## src/rtl/uart_tx_arbiter.sv

```systemverilog
`timescale 1ns/1ps
// Purpose : shares one 8N1 UART transmitter between N_REQ requesters, locking the grant for a whole message.
// Latency : grant 1 cycle after a request in IDLE; a byte goes out 1 cycle after LOAD sees valid & load_ok.
// Backpress: load_ok low stalls LOAD/WAIT_RDY; a stalled owner keeps the grant (UART_ARB_WATCHDOG_EN revokes it).
module uart_tx_arbiter #(
   parameter int N_REQ      = 4,
   parameter int BYTE_W     = 8,
   parameter int WDT_CYCLES = 2400
) (
   input  logic                    sys_clk,
   input  logic                    rst,
   input  logic                    en,
   input  logic [N_REQ-1:0]        req_valid,
   input  logic [N_REQ*BYTE_W-1:0] req_data,
   input  logic [N_REQ-1:0]        req_last,
   output logic [N_REQ-1:0]        req_ready,
   output logic [N_REQ-1:0]        grant,
   output logic                    tx_load,
   output logic [BYTE_W-1:0]       tx_data,
   input  logic                    load_ok,
   output logic                    busy,
   output logic                    wdt_strobe
);

   localparam int PTR_W = (N_REQ > 1) ? $clog2(N_REQ) : 1;

   typedef enum logic [1:0] {IDLE, LOAD, WAIT_ACK, WAIT_RDY} state_t;

   state_t           state;
   logic [PTR_W-1:0] owner;
   logic [PTR_W-1:0] rr_ptr;
   logic             last_q;

   logic [PTR_W:0]   cand;
   logic [PTR_W-1:0] pick_idx;
   logic             pick_vld;
   logic             take;
   logic [PTR_W-1:0] owner_nxt;

   // Round-robin search: first valid requester at or after rr_ptr, wrapping.
   always_comb begin
      cand     = '0;
      pick_vld = 1'b0;
      pick_idx = '0;
      for (int i = 0; i < N_REQ; i++) begin
         cand = {1'b0, rr_ptr} + (PTR_W+1)'(i);
         if (cand >= (PTR_W+1)'(N_REQ)) begin
            cand = cand - (PTR_W+1)'(N_REQ);
         end
         if (!pick_vld && req_valid[cand[PTR_W-1:0]]) begin
            pick_vld = 1'b1;
            pick_idx = cand[PTR_W-1:0];
         end
      end
   end

   assign take      = en && req_valid[owner] && load_ok;
   assign owner_nxt = (owner == PTR_W'(N_REQ-1)) ? '0 : owner + 1'b1;

`ifdef UART_ARB_WATCHDOG_EN
   localparam int CNT_W = $clog2(WDT_CYCLES + 1);
   logic [CNT_W-1:0] wdt_cnt;
   logic             wdt_strobe_q;
   assign wdt_strobe = wdt_strobe_q;
`else
   assign wdt_strobe = 1'b0;
`endif

   // Arbiter FSM with registered handshake outputs; tx_load and req_ready are single-cycle pulses.
   always_ff @(posedge sys_clk) begin
      if (rst) begin
         state     <= IDLE;
         owner     <= '0;
         rr_ptr    <= '0;
         last_q    <= 1'b0;
         grant     <= '0;
         req_ready <= '0;
         tx_load   <= 1'b0;
         tx_data   <= '0;
         busy      <= 1'b0;
`ifdef UART_ARB_WATCHDOG_EN
         wdt_cnt      <= '0;
         wdt_strobe_q <= 1'b0;
`endif
      end else begin
         tx_load   <= 1'b0;
         req_ready <= '0;
`ifdef UART_ARB_WATCHDOG_EN
         wdt_strobe_q <= 1'b0;
`endif
         case (state)
            IDLE: begin
               if (en && pick_vld) begin
                  grant <= N_REQ'(1) << pick_idx;
                  owner <= pick_idx;
                  busy  <= 1'b1;
                  state <= LOAD;
               end
            end
            LOAD: begin
               if (take) begin
                  tx_load          <= 1'b1;
                  tx_data          <= req_data[int'(owner)*BYTE_W +: BYTE_W];
                  req_ready[owner] <= 1'b1;
                  last_q           <= req_last[owner];
                  state            <= WAIT_ACK;
`ifdef UART_ARB_WATCHDOG_EN
                  wdt_cnt          <= '0;
               end else if (!req_valid[owner]) begin
                  // Owner has gone quiet mid-message: release the transmitter after the stall limit.
                  if (wdt_cnt == CNT_W'(WDT_CYCLES - 1)) begin
                     wdt_cnt      <= '0;
                     wdt_strobe_q <= 1'b1;
                     grant        <= '0;
                     busy         <= 1'b0;
                     rr_ptr       <= owner_nxt;
                     state        <= IDLE;
                  end else begin
                     wdt_cnt <= wdt_cnt + 1'b1;
                  end
`endif
               end
            end
            WAIT_ACK: begin
               // load_ok falling means the transmitter latched the byte.
               if (!load_ok) begin
                  state <= WAIT_RDY;
               end
            end
            WAIT_RDY: begin
               if (load_ok) begin
                  if (last_q) begin
                     grant  <= '0;
                     busy   <= 1'b0;
                     rr_ptr <= owner_nxt;
                     state  <= IDLE;
                  end else begin
                     state <= LOAD;
                  end
               end
            end
            default: state <= IDLE;
         endcase
      end
   end

endmodule

```

## config.mk

```make
export PLATFORM = sky130hd
export DESIGN_NAME = uart_tx_arbiter
export DESIGN_NICKNAME = d
export VERILOG_FILES = /design/src/rtl/uart_tx_arbiter.sv
export SDC_FILE = /design/constraint.sdc
export NUM_CORES = 1
export LEC_CHECK = 0
export ABC_AREA = 1
export CELL_PAD_IN_SITES_DETAIL_PLACEMENT = 0
export CELL_PAD_IN_SITES_GLOBAL_PLACEMENT = 1
export CORE_ASPECT_RATIO = 1.75
export CORE_MARGIN = 4
export CORE_UTILIZATION = 26
export CTS_CLUSTER_DIAMETER = 60
export DETAILED_ROUTE_END_ITERATION = 7
export GPL_TIMING_DRIVEN = 0
export PLACE_DENSITY = 0.87
export REMOVE_ABC_BUFFERS = 1
export SLEW_MARGIN = 15
export SYNTH_ARGS = -nofsm -noshare
export SYNTH_HDL_FRONTEND = slang
export SYNTH_SLANG_ARGS = --single-unit
export TNS_END_PERCENT = 20
```

## constraint.sdc

```tcl
create_clock -name sys_clk -period 1.5 [get_ports sys_clk]
set_clock_uncertainty 0.1 [all_clocks]
set_input_delay 0.3 -clock sys_clk [delete_from_list [all_inputs] [get_ports sys_clk]]
set_output_delay 0.3 -clock sys_clk [all_outputs]
set_load 0.02 [all_outputs]
```

== Yosys cells after proc, flatten, opt, wreduce, memory -nomap -nowiden ==
Index checks and enable logic that the tools add are counted.

* Register bits after elaboration: 25
* Input bits: 44

* Shift operators: 2
* Order comparisons: 10
* Mux-type cells: 42
* Reductions and logical operators: 19
* Bitwise gates (word level): 2
* Equality and inequality tests: 9
* Add/sub/neg operators: 8

{| class="wikitable"
|+ Operators with widths
! operator !! count
|-
| $shiftx 32x6->8 || 1
|-
| $mux 2 || 13
|-
| $mux 1 || 16
|-
| $lt 2x3->1 const B || 5
|-
| $bmux 1 s2 || 6
|-
| $mux 4 || 3
|-
| $ne 2x2->1 const B || 5
|-
| $ge 3x3->1 const B || 3
|-
| $pmux 2 s4 || 1
|-
| $pmux 4 s2 || 1
|-
| $reduce_and 4->1 || 2
|-
| $sub 2x1->2 const B || 4
|-
| $logic_and 1x1->1 || 7
|-
| $add 2x2->3 const B || 2
|-
| $eq 2x2->1 const B || 3
|-
| $reduce_and 2->1 || 2
|-
| $shl 1x2->4 const A || 1
|-
| $add 2x1->3 const B || 1
|-
| $ge 2x3->1 const B || 1
|-
| $logic_not 1->1 || 3
|-
| $reduce_and 3->1 || 1
|-
| $reduce_or 3->1 || 1
|-
| $add 2x1->2 const B || 1
|-
| $demux 1 s2 || 1
|-
| 7 further kinds || 8
|}

== Logic depth before layout (Yosys ltp) ==
* Word-level depth: 17
* Mapped depth: 12

== Worst setup path after synthesis ==
OpenSTA, ideal clock, no wires.

* Path type: register to register
* Start: register rr_ptr[0]
* End: register owner[0]
* Slack: -11 ps
* Clock period less this slack: 1511 ps
* Setup time: 130 ps
* Arrival time: 1280 ps
* Data required time: 1270 ps
* Cell stages (with the launch flop): 11
* Path buffers: 1
* Cell sequence: dfxtp_1 > buf_6 > nand2_2 > nand3_2 > nand2_1 > nor2_2 > nand3_2 > nand3_1 > nor2_1 > a21oi_1 > nor2_1

* Word-level cells in the longest chain between the ends: 16

{| class="wikitable"
|+ Ends and longest elaborated chain
! what !! RTL line !! source
|-
| from (decl) || 31 || <nowiki>logic [PTR_W-1:0] rr_ptr;</nowiki>
|-
| from (signal assigned) || 135 || <nowiki>rr_ptr <= owner_nxt;</nowiki>
|-
| parallel branches: the longest is 16 deep, another holds $add 2x1->3 || -- ||
|-
| to (signal assigned) || 95 || <nowiki>owner <= pick_idx;</nowiki>
|-
| to (decl) || 30 || <nowiki>logic [PTR_W-1:0] owner;</nowiki>
|}

Several ways; the timed one is not identified. The select of a mux whose other input is x is not followed.
A chain may end at the register's enable or synchronous reset.

== Final worst setup path ==
Same ends and word-level chain as after synthesis.

==> flow_metrics.env <==
export IMPL_clock_sinks=25
export IMPL_utilization=0.455
export IMPL_crit_family="simple AND/OR/NAND/NOR gates"
export IMPL_area_growth_syn_to_layout_pct=68.6
export IMPL_worst_setup_path_start_kind="flop"
export IMPL_grt_total_usage=0.144
export IMPL_syn_area_mm2=0.00161
export IMPL_setup_slack_ps=-242
export IMPL_run_status="complete, but fails checks"
export IMPL_n_antenna_cell=0
export IMPL_maxCapViolCount=0
export IMPL_core_rowCount=37
export IMPL_clkLatencyLatePin_ps=290
export IMPL_whs_ps=364
export IMPL_required_ps=1560
export IMPL_cp_num_buf_inv=2
export IMPL_critPathSlowestCell="dfxtp_4"
export IMPL_path_cells="buf_6 -> nand2_2 -> nand2_2 -> nor2_4 -> nor2_4 -> nand3_4 -> nand3_4 -> buf_4 -> nor2_1 -> a21oi_1 -> nor2_1"
export IMPL_p_per_area_mw_per_mm2=932
export IMPL_num_vias=1901
export IMPL_slew_viol_final=0
export IMPL_place_congestion=0.833
export IMPL_yosys_warnings=0
export IMPL_ir_drop_uv=423
export IMPL_routedWlPerCell_um=13.7
export IMPL_grt_pass1_vias=1818
export IMPL_finalSetupViolCount=23
export IMPL_syn_area_per_cell_um2=6.58
export IMPL_root_buffer="clkbuf_8"
export IMPL_multi_input_area_mm2=0.00115
export IMPL_post_dp_cell_area_mm2=0.00226
export IMPL_first_pass_iters=4
export IMPL_worst_pin_slew_ps=653
export IMPL_post_place_cells=374
export IMPL_violations="setup timing"
export IMPL_cts_htree_levels=1
export IMPL_post_route_min_period_ps=1740
export IMPL_die_y_um=112
export IMPL_clock_fmax_mhz=574
export IMPL_finalWirelength_um=5500
export IMPL_critical_path_arrival_ps=1800
export IMPL_fill_cells=610
export IMPL_drive_above_1_share=0.286
export IMPL_initial_core_util=0.270
export IMPL_ys_ff_latch=25
export IMPL_antenna_found_initial=0
export IMPL_cts_hold_fix_buffers=0
export IMPL_ys_seq_area_frac=0.311
export IMPL_die_w_um=67.5
export IMPL_dp_slack_ps=-811
export IMPL_drc=0
export IMPL_clk_pin_slew_worst_paths_ps=100
export IMPL_overflow=0
export IMPL_final_nets=375
export IMPL_tns_ps=-2420
export IMPL_final_antenna_net_count=0
export IMPL_ys_types=27
export IMPL_grt_max_degree=22
export IMPL_crit_path_end_kind="flop"
export IMPL_vias_per_cell=4.75
export IMPL_fin_cells=400
export IMPL_seqCellArea_um2=517
export IMPL_min_period_over_period=1.16
export IMPL_syn_inst=245
export IMPL_final_cell_mix="nor2_1 (44), clkdlybuf4s50_1 (36), nand2_1 (27)"
export IMPL_grt_pass1_wl_um=8420
export IMPL_cellLeakagePower_nw=1.19
export IMPL_place_hpwl_um=3680
export IMPL_cts_buffer_depth=2
export IMPL_cp_slowest_stage_delay_ps=440
export IMPL_drtIter0Drc=78
export IMPL_hold_path_class="reg2reg"
export IMPL_cts_tree="done"
export IMPL_final_area_mm2=0.00272
export IMPL_p_total_mw=2.53
export IMPL_cp_max_fo=7
export IMPL_core_mm2=0.00597
export IMPL_path_class="reg2reg"
export IMPL_hold_viol=0
export IMPL_rsz0062_at_grt="yes"
export IMPL_die_area_mm2=0.00757
export IMPL_cts_buffers=3
export IMPL_io_pins=63
export IMPL_final_common_cell="nor2_1"
export IMPL_numPortBuffers=61
export IMPL_slew_headroom=0.565
[power breakdown]
part	switching [mW]	internal, mW
clock	0.245	0.196
combinational	0.717	0.555
sequential	0.0705	0.750
[synth_stat cells]
cell / n / area share
a211oi_1: 2 / 0.0093
a21oi_1: 11 / 0.034
a21oi_2: 2 / 0.011
a31oi_1: 10 / 0.039
buf_2: 3 / 0.0093
buf_4: 2 / 0.0093
buf_6: 1 / 0.0070
clkbuf_1: 4 / 0.0093
conb_1: 1 / 0.0023
dfxtp_1: 25 / 0.31
ha_1: 8 / 0.062
inv_1: 20 / 0.047
inv_2: 3 / 0.0070
mux2_2: 1 / 0.0070
nand2_1: 42 / 0.098
nand2_2: 6 / 0.023
nand2_4: 1 / 0.0070
nand3_1: 10 / 0.031
nand3_2: 4 / 0.025
nand4_1: 2 / 0.0078
nor2_1: 50 / 0.12
nor2_2: 2 / 0.0078
nor2_4: 2 / 0.014
o211ai_1: 1 / 0.0047
o21ai_0: 30 / 0.093
o21ai_1: 1 / 0.0031
o21ai_2: 1 / 0.0054
[sequential cells by signal, summed over array words and instances (netlist names), 2 cells and up]
signal and cells:
state 2, grant 4, owner 2, req_ready 4
tx_data 8, rr_ptr 2
[worst reg2reg max path, delay by kind of cell, from the launching register on]
family                 cells  cell delay, ps
AND/OR/NAND/NOR            8             660
flip-flops                 1             440
buffers and inverters      2             280
AO/OA/AOI/OAI              1             140
[final timing paths]
kind | startpoint | endpoint | slack [ps] | cells after the start
setup / recovery | rr_ptr[0] | owner[0] | -240 | 11
hold / removal | grant[2] | grant[2] | 360 | 2
setup reg to reg | rr_ptr[0] | owner[0] | -240 | 11
hold reg to reg | grant[2] | grant[2] | 360 | 2
[kinds of logic (layout without fill, tap and decap cells)]
| family | count (synthesis) | count (layout) | synth area share |
|---|---|---|---|
| adder cells (fa/ha/maj) | 8 | 8 | 0.0621 |
| other | 1 | 1 | 0.00233 |
| AND/OR/NAND/NOR | 119 | 119 | 0.330 |
| flip-flops | 25 | 25 | 0.311 |
| multiplexers | 1 | 1 | 0.00699 |
| buffers and inverters | 33 | 110 | 0.0885 |
| AO/OA/AOI/OAI | 58 | 58 | 0.200 |
[metal layers]
layer | track usage | up-vias | part of all wire
li1 | - | 951 | -
met2 | 0.291 | 60 | 0.59
met4 | 0.0556 | 0 | 0.025
met5 | 0 | - | 0
met1 | 0.138 | 877 | 0.35
met3 | 0.0140 | 13 | 0.034
[layout make-up]
type | count | area share
Timing Repair Buffer | 83 | 0.294
Sequential cell | 25 | 0.190
Inverter | 23 | 0.0382
Clock inverter | 1 | 0.00322
Multi-Input combinational cell | 187 | 0.423
Tap cell | 78 | 0.0359
Clock buffer | 3 | 0.0152
[repair_timing]
item,4_1_cts,5_1_grt
gates resized for setup,75,29
pin swaps,10,12
gates cloned,1,0
setup buffers,15,6
setup endpoints to repair,43,25
Power figures use the tool's default switching activity.
